==> config.mk <==
export PLATFORM = sky130hd
export DESIGN_NAME = i2s_xmit
export DESIGN_NICKNAME = d
export VERILOG_FILES = /design/src/rtl/i2s_xmit.sv
export SDC_FILE = /design/constraint.sdc
export NUM_CORES = 1
export LEC_CHECK = 0
export CORE_MARGIN = 2
export CORE_UTILIZATION = 39
export DETAILED_ROUTE_END_ITERATION = 6
export PLACE_DENSITY = 0.58
export SLEW_MARGIN = 30
export SYNTH_ARGS = -nofsm -noshare
export SYNTH_HDL_FRONTEND = slang
export SYNTH_SLANG_ARGS = --single-unit
==> constraint.sdc <==
create_clock -name mck -period 3.2 [get_ports mck]
set_clock_uncertainty 0.15 [all_clocks]
set_input_delay 0.48 -clock mck [delete_from_list [all_inputs] [get_ports mck]]
set_output_delay 0.48 -clock mck [all_outputs]
set_load 0.1 [all_outputs]
==> src/rtl/i2s_xmit.sv <==
// I2S master transmitter: 24-bit L/R pairs in over valid/ready, Philips-format bck/lrck/sdata out.
// Optional I2S_REPEAT_ON_UNDERRUN_EN replays the last pair instead of zeros on underrun.
module i2s_xmit #(
  parameter int DATA_W    = 24,
  parameter int BCK_DIV   = 16,
  parameter int SLOT_BITS = 32
) (
  input  logic              mck,
  input  logic              rst,
  input  logic              en,
  input  logic              in_valid,
  output logic              in_ready,
  input  logic [DATA_W-1:0] in_left,
  input  logic [DATA_W-1:0] in_right,
  output logic              bck,
  output logic              lrck,
  output logic              sdata,
  output logic              frame_start,
  output logic              underrun
);

  localparam int DIV_W = (BCK_DIV > 1) ? $clog2(BCK_DIV) : 1;
  localparam int CNT_W = (SLOT_BITS > 1) ? $clog2(SLOT_BITS) : 1;
  localparam logic [DIV_W-1:0] DIV_LAST  = DIV_W'(BCK_DIV - 1);
  localparam logic [CNT_W-1:0] SLOT_LAST = CNT_W'(SLOT_BITS - 1);
  localparam logic [CNT_W-1:0] DATA_END  = CNT_W'(DATA_W);

  typedef enum logic [0:0] {IDLE = 1'b0, RUN = 1'b1} state_t;

  state_t             state_q, state_d;
  logic [DIV_W-1:0]   div_cnt_q, div_cnt_d;
  logic [CNT_W-1:0]   bit_cnt_q, bit_cnt_d;
  logic               bck_q, bck_d, lrck_q, lrck_d, sdata_q, sdata_d;
  logic               frame_start_q, frame_start_d, underrun_q, underrun_d;
  logic               hold_full_q, hold_full_d;
  logic [DATA_W-1:0]  hold_l_q, hold_l_d, hold_r_q, hold_r_d;
  logic [DATA_W-1:0]  sh_l_q, sh_l_d, sh_r_q, sh_r_d;
  logic [DATA_W-1:0]  fill_l_s, fill_r_s;
  logic               load_s;

`ifdef I2S_REPEAT_ON_UNDERRUN_EN
  logic [DATA_W-1:0]  last_l_q, last_l_d, last_r_q, last_r_d;

  // Remember the pair most recently taken from the holding register
  always_comb begin
    last_l_d = last_l_q;
    last_r_d = last_r_q;
    if (load_s && hold_full_q) begin
      last_l_d = hold_l_q;
      last_r_d = hold_r_q;
    end else begin
      last_l_d = last_l_q;
      last_r_d = last_r_q;
    end
  end

  // Last-pair register
  always_ff @(posedge mck) begin
    if (rst) begin
      last_l_q <= '0;
      last_r_q <= '0;
    end else begin
      last_l_q <= last_l_d;
      last_r_q <= last_r_d;
    end
  end

  assign fill_l_s = last_l_q;
  assign fill_r_s = last_r_q;
`else
  assign fill_l_s = '0;
  assign fill_r_s = '0;
`endif

  // Next-state: clock division, slot sequencing, frame load and holding register
  always_comb begin
    state_d       = state_q;
    div_cnt_d     = div_cnt_q;
    bit_cnt_d     = bit_cnt_q;
    bck_d         = bck_q;
    lrck_d        = lrck_q;
    sdata_d       = sdata_q;
    sh_l_d        = sh_l_q;
    sh_r_d        = sh_r_q;
    frame_start_d = 1'b0;
    underrun_d    = 1'b0;
    load_s        = 1'b0;
    hold_full_d   = hold_full_q;
    hold_l_d      = hold_l_q;
    hold_r_d      = hold_r_q;

    case (state_q)
      IDLE: begin
        div_cnt_d = '0;
        bit_cnt_d = '0;
        bck_d     = 1'b0;
        lrck_d    = 1'b0;
        sdata_d   = 1'b0;
        if (en) begin
          load_s  = 1'b1;
          state_d = RUN;
        end else begin
          state_d = IDLE;
        end
      end
      RUN: begin
        if (!en) begin
          state_d   = IDLE;
          div_cnt_d = '0;
          bit_cnt_d = '0;
          bck_d     = 1'b0;
          lrck_d    = 1'b0;
          sdata_d   = 1'b0;
        end else if (div_cnt_q == DIV_LAST) begin
          div_cnt_d = '0;
          bck_d     = !bck_q;
          // bck falling: start the next bit period
          if (bck_q) begin
            if (bit_cnt_q == SLOT_LAST) begin
              bit_cnt_d = '0;
              lrck_d    = !lrck_q;
              sdata_d   = 1'b0;
              load_s    = lrck_q;
            end else begin
              bit_cnt_d = bit_cnt_q + CNT_W'(1);
              if (bit_cnt_q < DATA_END) begin
                if (lrck_q) begin
                  sdata_d = sh_r_q[DATA_W-1];
                  sh_r_d  = {sh_r_q[DATA_W-2:0], 1'b0};
                end else begin
                  sdata_d = sh_l_q[DATA_W-1];
                  sh_l_d  = {sh_l_q[DATA_W-2:0], 1'b0};
                end
              end else begin
                sdata_d = 1'b0;
              end
            end
          end else begin
            bit_cnt_d = bit_cnt_q;
          end
        end else begin
          div_cnt_d = div_cnt_q + DIV_W'(1);
        end
      end
      default: begin
        state_d   = IDLE;
        div_cnt_d = '0;
        bit_cnt_d = '0;
        bck_d     = 1'b0;
        lrck_d    = 1'b0;
        sdata_d   = 1'b0;
      end
    endcase

    if (load_s) begin
      frame_start_d = 1'b1;
      if (hold_full_q) begin
        sh_l_d = hold_l_q;
        sh_r_d = hold_r_q;
      end else begin
        sh_l_d     = fill_l_s;
        sh_r_d     = fill_r_s;
        underrun_d = 1'b1;
      end
    end else begin
      frame_start_d = 1'b0;
    end

    // A same-cycle handshake is impossible while a held pair is being loaded
    if (load_s && hold_full_q) begin
      hold_full_d = 1'b0;
    end else if (in_valid && !hold_full_q) begin
      hold_full_d = 1'b1;
      hold_l_d    = in_left;
      hold_r_d    = in_right;
    end else begin
      hold_full_d = hold_full_q;
    end
  end

  // State and datapath registers
  always_ff @(posedge mck) begin
    if (rst) begin
      state_q       <= IDLE;
      div_cnt_q     <= '0;
      bit_cnt_q     <= '0;
      bck_q         <= 1'b0;
      lrck_q        <= 1'b0;
      sdata_q       <= 1'b0;
      frame_start_q <= 1'b0;
      underrun_q    <= 1'b0;
      hold_full_q   <= 1'b0;
      hold_l_q      <= '0;
      hold_r_q      <= '0;
      sh_l_q        <= '0;
      sh_r_q        <= '0;
    end else begin
      state_q       <= state_d;
      div_cnt_q     <= div_cnt_d;
      bit_cnt_q     <= bit_cnt_d;
      bck_q         <= bck_d;
      lrck_q        <= lrck_d;
      sdata_q       <= sdata_d;
      frame_start_q <= frame_start_d;
      underrun_q    <= underrun_d;
      hold_full_q   <= hold_full_d;
      hold_l_q      <= hold_l_d;
      hold_r_q      <= hold_r_d;
      sh_l_q        <= sh_l_d;
      sh_r_q        <= sh_r_d;
    end
  end

  assign in_ready    = !hold_full_q;
  assign bck         = bck_q;
  assign lrck        = lrck_q;
  assign sdata       = sdata_q;
  assign frame_start = frame_start_q;
  assign underrun    = underrun_q;

endmodule

## After elaboration in Yosys (flattened, before gate mapping)

Index checks and enable logic that the tools add are counted.

- Reduce and logical (&&, ||, !) cells: 18
- Equality and inequality tests: 7
- Add/sub/neg operators: 2
- Multiplexer cells: 49
- Bitwise operators: 3
- Magnitude comparators: 1

Operators with widths:

| kind | number |
|---|---|
| $mux 24 | 18 |
| $mux 5 | 4 |
| $mux 1 | 19 |
| $reduce_and 7->1 | 2 |
| $reduce_bool 2->1 | 6 |
| $pmux 5 s2 | 1 |
| $ne 3x2->1 const B | 3 |
| $mux 4 | 2 |
| $pmux 1 s2 | 4 |
| $pmux 4 s2 | 1 |
| $add 5x1->5 const B | 1 |
| $eq 5x5->1 const B | 1 |
| $lt 5x5->1 const B | 1 |
| $add 4x1->4 const B | 1 |
| $eq 4x4->1 const B | 1 |
| $reduce_and 2->1 | 2 |
| $reduce_or 2->1 | 2 |
| $logic_not 1->1 | 3 |
| $not 1->1 | 3 |
| $reduce_and 3->1 | 1 |
| $logic_and 1x1->1 | 2 |
| $ne 2x1->1 const B | 1 |
| $ne 2x2->1 const B | 1 |

- Bits in registers: 112

## Depth between registers and ports, before layout

- Depth in word-level cells: 9
- Mapped depth: 10
- Mapped depth without buffers: 7

## Worst setup path before layout

No wires, ideal clock.

- Path kind: register to register
- Start: register bck_q (netlist: bck)
- End: register sh_r_q[10]
- Cell stages (with the launch flop): 7
- Library setup time: 132 ps
- Buffers on the path: 2
- Required time: 2918 ps
- Arrival: 2231 ps
- Setup slack: 687 ps
- Cells stage by stage: dfxtp_1 -> nand4_2 -> o21a_1 -> buf_6 -> buf_4 -> a221oi_1 -> nor3_1

- Word-level cells in the longest chain between the ends: 6

Ends and longest elaborated chain:

| element | RTL line | RTL |
|---|---|---|
| start: declaration | 33 | `logic bck_q, bck_d, lrck_q, lrck_d, sdata_q, sdata_d;` |
| start signal: assignment | 201 | `bck_q <= bck_d;` |
| $mux 1 | 118 | `if (bck_q) begin` |
| $mux 1 | 114 | `end else if (div_cnt_q == DIV_LAST) begin` |
| $mux 1 | 107 | `if (!en) begin` |
| $pmux 1 s2 | 92 | `case (state_q)` |
| $ne 2x2->1 (no source line) or $reduce_bool 2->1 (tied branches) | -- |  |
| $reduce_and 7->1 (no source line) | -- |  |
| end signal: assignment | 210 | `sh_r_q <= sh_r_d;` |
| end: declaration | 37 | `logic [DATA_W-1:0] sh_l_q, sh_l_d, sh_r_q, sh_r_d;` |

Parallel ways exist; a longest one is shown, timed or not.
A chain may end at the register's enable or synchronous reset.

## Worst setup path in the final report

- Start: register bit_cnt_q[0]
- End: register sh_l_q[22]

- Word-level cells in the longest chain between the ends: 8

Ends and longest elaborated chain:

| element | RTL line | RTL |
|---|---|---|
| start: declaration | 32 | `logic [CNT_W-1:0] bit_cnt_q, bit_cnt_d;` |
| start signal: assignment | 200 | `bit_cnt_q <= bit_cnt_d;` |
| $eq 5x5->1 | 119 | `if (bit_cnt_q == SLOT_LAST) begin` |
| $mux 1 | 119 |  |
| $mux 1 | 118 |  |
| $mux 1 | 114 |  |
| $mux 1 | 107 |  |
| $pmux 1 s2 | 92 |  |
| $ne 2x2->1 (no source line), or another cell as far along | -- |  |
| $reduce_and 7->1 (no source line) | -- |  |
| end signal: assignment | 209 | `sh_l_q <= sh_l_d;` |
| end: declaration | 37 |  |

Parallel ways exist; a longest one is shown, timed or not.

==> impl_summary.md <==
Clock network
The number of hold buffers added after cts is 0. The clock tree from TritonCTS is yes. The number of setup buffers added after CTS is 0. The clock tree buffer depth is 2. The latest clock arrival within the worst-skew pair is 0.34 ns. The clock sink total is 112. The number of buffers inserted during clock tree synthesis is 9. Clock tree synthesis selected as its root buffer the cell sky130_fd_sc_hd__clkbuf_16.

Clock-pin slew was measured on the worst setup and hold paths at 0.08 ns. After clock tree synthesis, the repair step resized 0 gates. The number of levels the H-tree was split into is 3.

Yosys
The most frequent cell after synthesis is sky130_fd_sc_hd__dfxtp_1. The number of warnings printed during yosys synthesis is 0. By count the netlist is led by sky130_fd_sc_hd__dfxtp_1 (112), sky130_fd_sc_hd__nand2_1 (105), sky130_fd_sc_hd__nor2_1 (59), sky130_fd_sc_hd__a21oi_1 (55), sky130_fd_sc_hd__nor3_1 (48). The leading register cell type out of synthesis is sky130_fd_sc_hd__dfxtp_1. The portion of synthesized cell area occupied by the leading cell type is 50.6%.

The number of nets handed over by synthesis was 572. The share of flip-flops with an asynchronous set or reset after synthesis is 0%. In this run, synthesis produced a sequential element count of 112. The count of unique library cells instantiated by Yosys is 46. The synthesized netlist occupies a cell area of 0.00443 sq mm. Sorting the synthesized cells by area gives the leading types as sky130_fd_sc_hd__dfxtp_1 (51%), sky130_fd_sc_hd__nand2_1 (8.9%), sky130_fd_sc_hd__a221oi_1 (8.3%). The average cell area after synthesis is 8.58 sq um. Yosys mapped a number of flops with a built-in enable equal to 0. Synthesis handed over a netlist of 517 instances. The synthesized design spends more area on one cell type than any other, namely sky130_fd_sc_hd__dfxtp_1. The sequential cell area fraction in the yosys report is 50.6%.

Worst setup path
For this run, the slowest stage of the critical path takes 0.62 ns. Counting both buffers and inverters, the worst setup path holds a total of 0. The cell that appears most often on the critical path is sky130_fd_sc_hd__ha_1. The required time of the critical path is 3.30 ns. The launch instance of the worst register-to-register path is bit_cnt_q[0]. STA puts the critical path data arrival time at 2.86 ns.

Along the worst path, the maximum fanout reaches 24. The worst setup path is captured at a flip-flop. The type of the setup path with the least slack is reg -> reg.

The critical path goes through ha_1 -> and3_1 -> ha_1 -> a211oi_1 -> o221a_2 -> nor2_1 -> a311oi_1. The library cell contributing the largest single delay on the critical path is sky130_fd_sc_hd__o221a_2. The critical path starts at bit_cnt_q[0]. In this design, the largest share of critical-path delay is due to compound AO/OA/AOI/OAI gates. The critical path launch point type is a flip-flop.

GRT
Global routing finished with a remaining overflow of 0. The total global-route track usage is 16.0%. The first global-routing pass estimated 16600 um of wire. The initial antenna violation count came to 0. The number of global-route vias before repair is 3541. The largest net degree at the start of global routing is 84.

Drt
Detailed routing placed a total of 402 um of wire on met3. For this block, wires on met1 add up to 4900 um. For this run, design rule violations remaining after detail routing come to 0. The pre-antenna-repair detailed-routing pass consisted of 4 iterations. The sum of met2 wire segment lengths after detailed routing is 4480 um. The vias after detailed routing is 3722.

The routed design has 9870 um of wire. The routed wire length per instance is 14.2 um. The highest layer touched by signal routing is met4.

The average via count per standard cell is 5.36. The count of nets left with antenna violations once routing finished came out at 0. The violation count after the first detailed-routing iteration is 196.

Final layout
The signed area change from the synthesized netlist to the final layout is 20.7%. The final instance area is 0.00535 sq mm. The layout net count is 605. The count of fill cells added during filler insertion is 1070. The area of the multi-input gates is 0.00195 sq mm. Measured on the finished design, the core utilization comes to 48.7%. The post-route netlist has 8.47% of its cells at a drive strength greater than 1.

The antenna cell count is 0. The sequential cells in the finished layout cover a total of 0.00224 sq mm.

Floorplanning
The floorplan step defined a die boundary enclosing 0.0122 sq mm. The number of standard-cell rows in the floorplan is 38. The I/O pin count is 58. The initial utilization of the core area, before any placement, comes to 40.4%. The area of the core is 0.0110 sq mm. From left edge to right edge, the die measures 111 um. The die height is 111 um.

Timing
The setup TNS is 0 ns. The time the worst path needs with I/O delays and setup is 2.76 ns. In this run the tightest slew margin relative to its limit is 40.0%. The number of failing setup endpoints in the final timing report is 0. The hold violation count in the final report is 0.

At the pin with the least slew margin, the transition time is 0.899 ns. The fraction of the cycle the final worst path needs is 86.3%. The count of pins over their slew limit is 0.

Derived from the worst setup path, the maximum achievable clock frequency is 0.362 GHz. Setup repair after global routing left no endpoint under its margin.

Status
The run finished with clean final reports.

Job
The max-capacitance violation count is 0.

Power
The power density over the cells is 577 mW/mm^2. In this run the static leakage power is 1.98 nW. IR analysis of the VDD net gives a maximum drop of 0.000248 V.

Placement
The half-perimeter wire length of the detailed placement result is 6100 um. The count of buffers from port buffering is 57. The weighted congestion at the end of routability-driven global placement is 0.738. In this run the cell area measured after placement is 0.00501 sq mm.

Hold path
The tightest min-delay check is of the reg -> reg type. The startpoint of the lowest-slack hold path is hold_r_q[0].
[path summary, 6_finish.rpt]
path	to	slack, ns	cells after the start
max	sh_l_q[22]	0.44	7
min	hold_r_q[0]	0.30	2
max reg2reg	sh_l_q[22]	0.44	7
min reg2reg	hold_r_q[0]	0.30	2
[per-layer routing]
layer	track usage, %	vias to the layer above
li1	-	1889
met1	21.5	1753
met2	26.1	73
met3	3.40	7
met4	4.25	0
met5	0	-
[final cells by class]
| class | instances | share of cell area [%] |
|---|---|---|
| inverter | 5 | 0.351 |
| timing repair buffer | 66 | 11.8 |
| clock inverter | 7 | 1.94 |
| sequential | 112 | 41.9 |
| tap | 140 | 3.27 |
| multi-input combinational | 356 | 36.5 |
| clock buffer | 9 | 4.21 |
[cell usage in the layout, fill, tap and decap left out, drive strengths merged, types with 2 or more instances in the layout]
| master | instances |
|---|---|
| clkbuf | 9 |
| dfxtp | 112 |
| nand4 | 2 |
| o21ai | 3 |
| bufinv | 2 |
| a22oi | 3 |
| a221oi | 44 |
| nor2 | 59 |
| a21oi | 55 |
| nor3b | 2 |
| nor4 | 2 |
| a311oi | 2 |
| nor3 | 48 |
| nand3b | 3 |
| ha | 3 |
| clkdlybuf4s50 | 50 |
| and3 | 2 |
| xnor2 | 2 |
| mux2i | 2 |
| nand2 | 105 |
| inv | 7 |
| nand3 | 4 |
| buf | 16 |
| clkinv | 2 |
[kinds of logic (layout without fill, tap and decap cells)]
kind of cell | count (synthesis) | in the layout | share of synthesized area (%)
flops | 112 | 112 | 50.6
compound gates | 115 | 115 | 18.7
xor+xnor | 3 | 3 | 0.593
fa+ha+maj | 3 | 3 | 0.847
simple gates | 233 | 233 | 22.9
buf+inv | 49 | 87 | 5.98
mux | 2 | 2 | 0.451
[worst min-delay path: cells and delay by family (launching register included)]
family | cells | cell delay (ns)
AND/OR/NAND/NOR | 1 | 0.05
AO/OA/AOI/OAI | 1 | 0.05
flip-flops | 1 | 0.31
[per-stage QoR]
step           hold WS [ns]  instances  setup WS, ns  total power [W]
2_1_floorplan         0.286        517         0.687          0.00177
3_3_place_gp          0.296        679         0.552          0.00188
3_5_place_dp          0.301        679         0.493          0.00189
4_1_cts               0.311        695         0.469          0.00312
5_1_grt               0.333        695         0.252          0.00322
6_report              0.305        695         0.438          0.00309
[sequential cells by signal, indices dropped and copies added (netlist names), 4 cells and up]
register	flops
sh_r_q	24
hold_l_q	24
div_cnt_q	4
bit_cnt_q	5
hold_r_q	24
sh_l_q	24
[where the power goes]
part           internal [W]  leakage, nW  total [W]  switching, W
Clock              0.000698        0.159    0.00123      0.000529
Combinational      0.000149        0.905   0.000337      0.000188
Sequential          0.00147        0.920    0.00152     0.0000484
Total               0.00232         1.98    0.00309      0.000766
(Power assumes the default switching activity.)
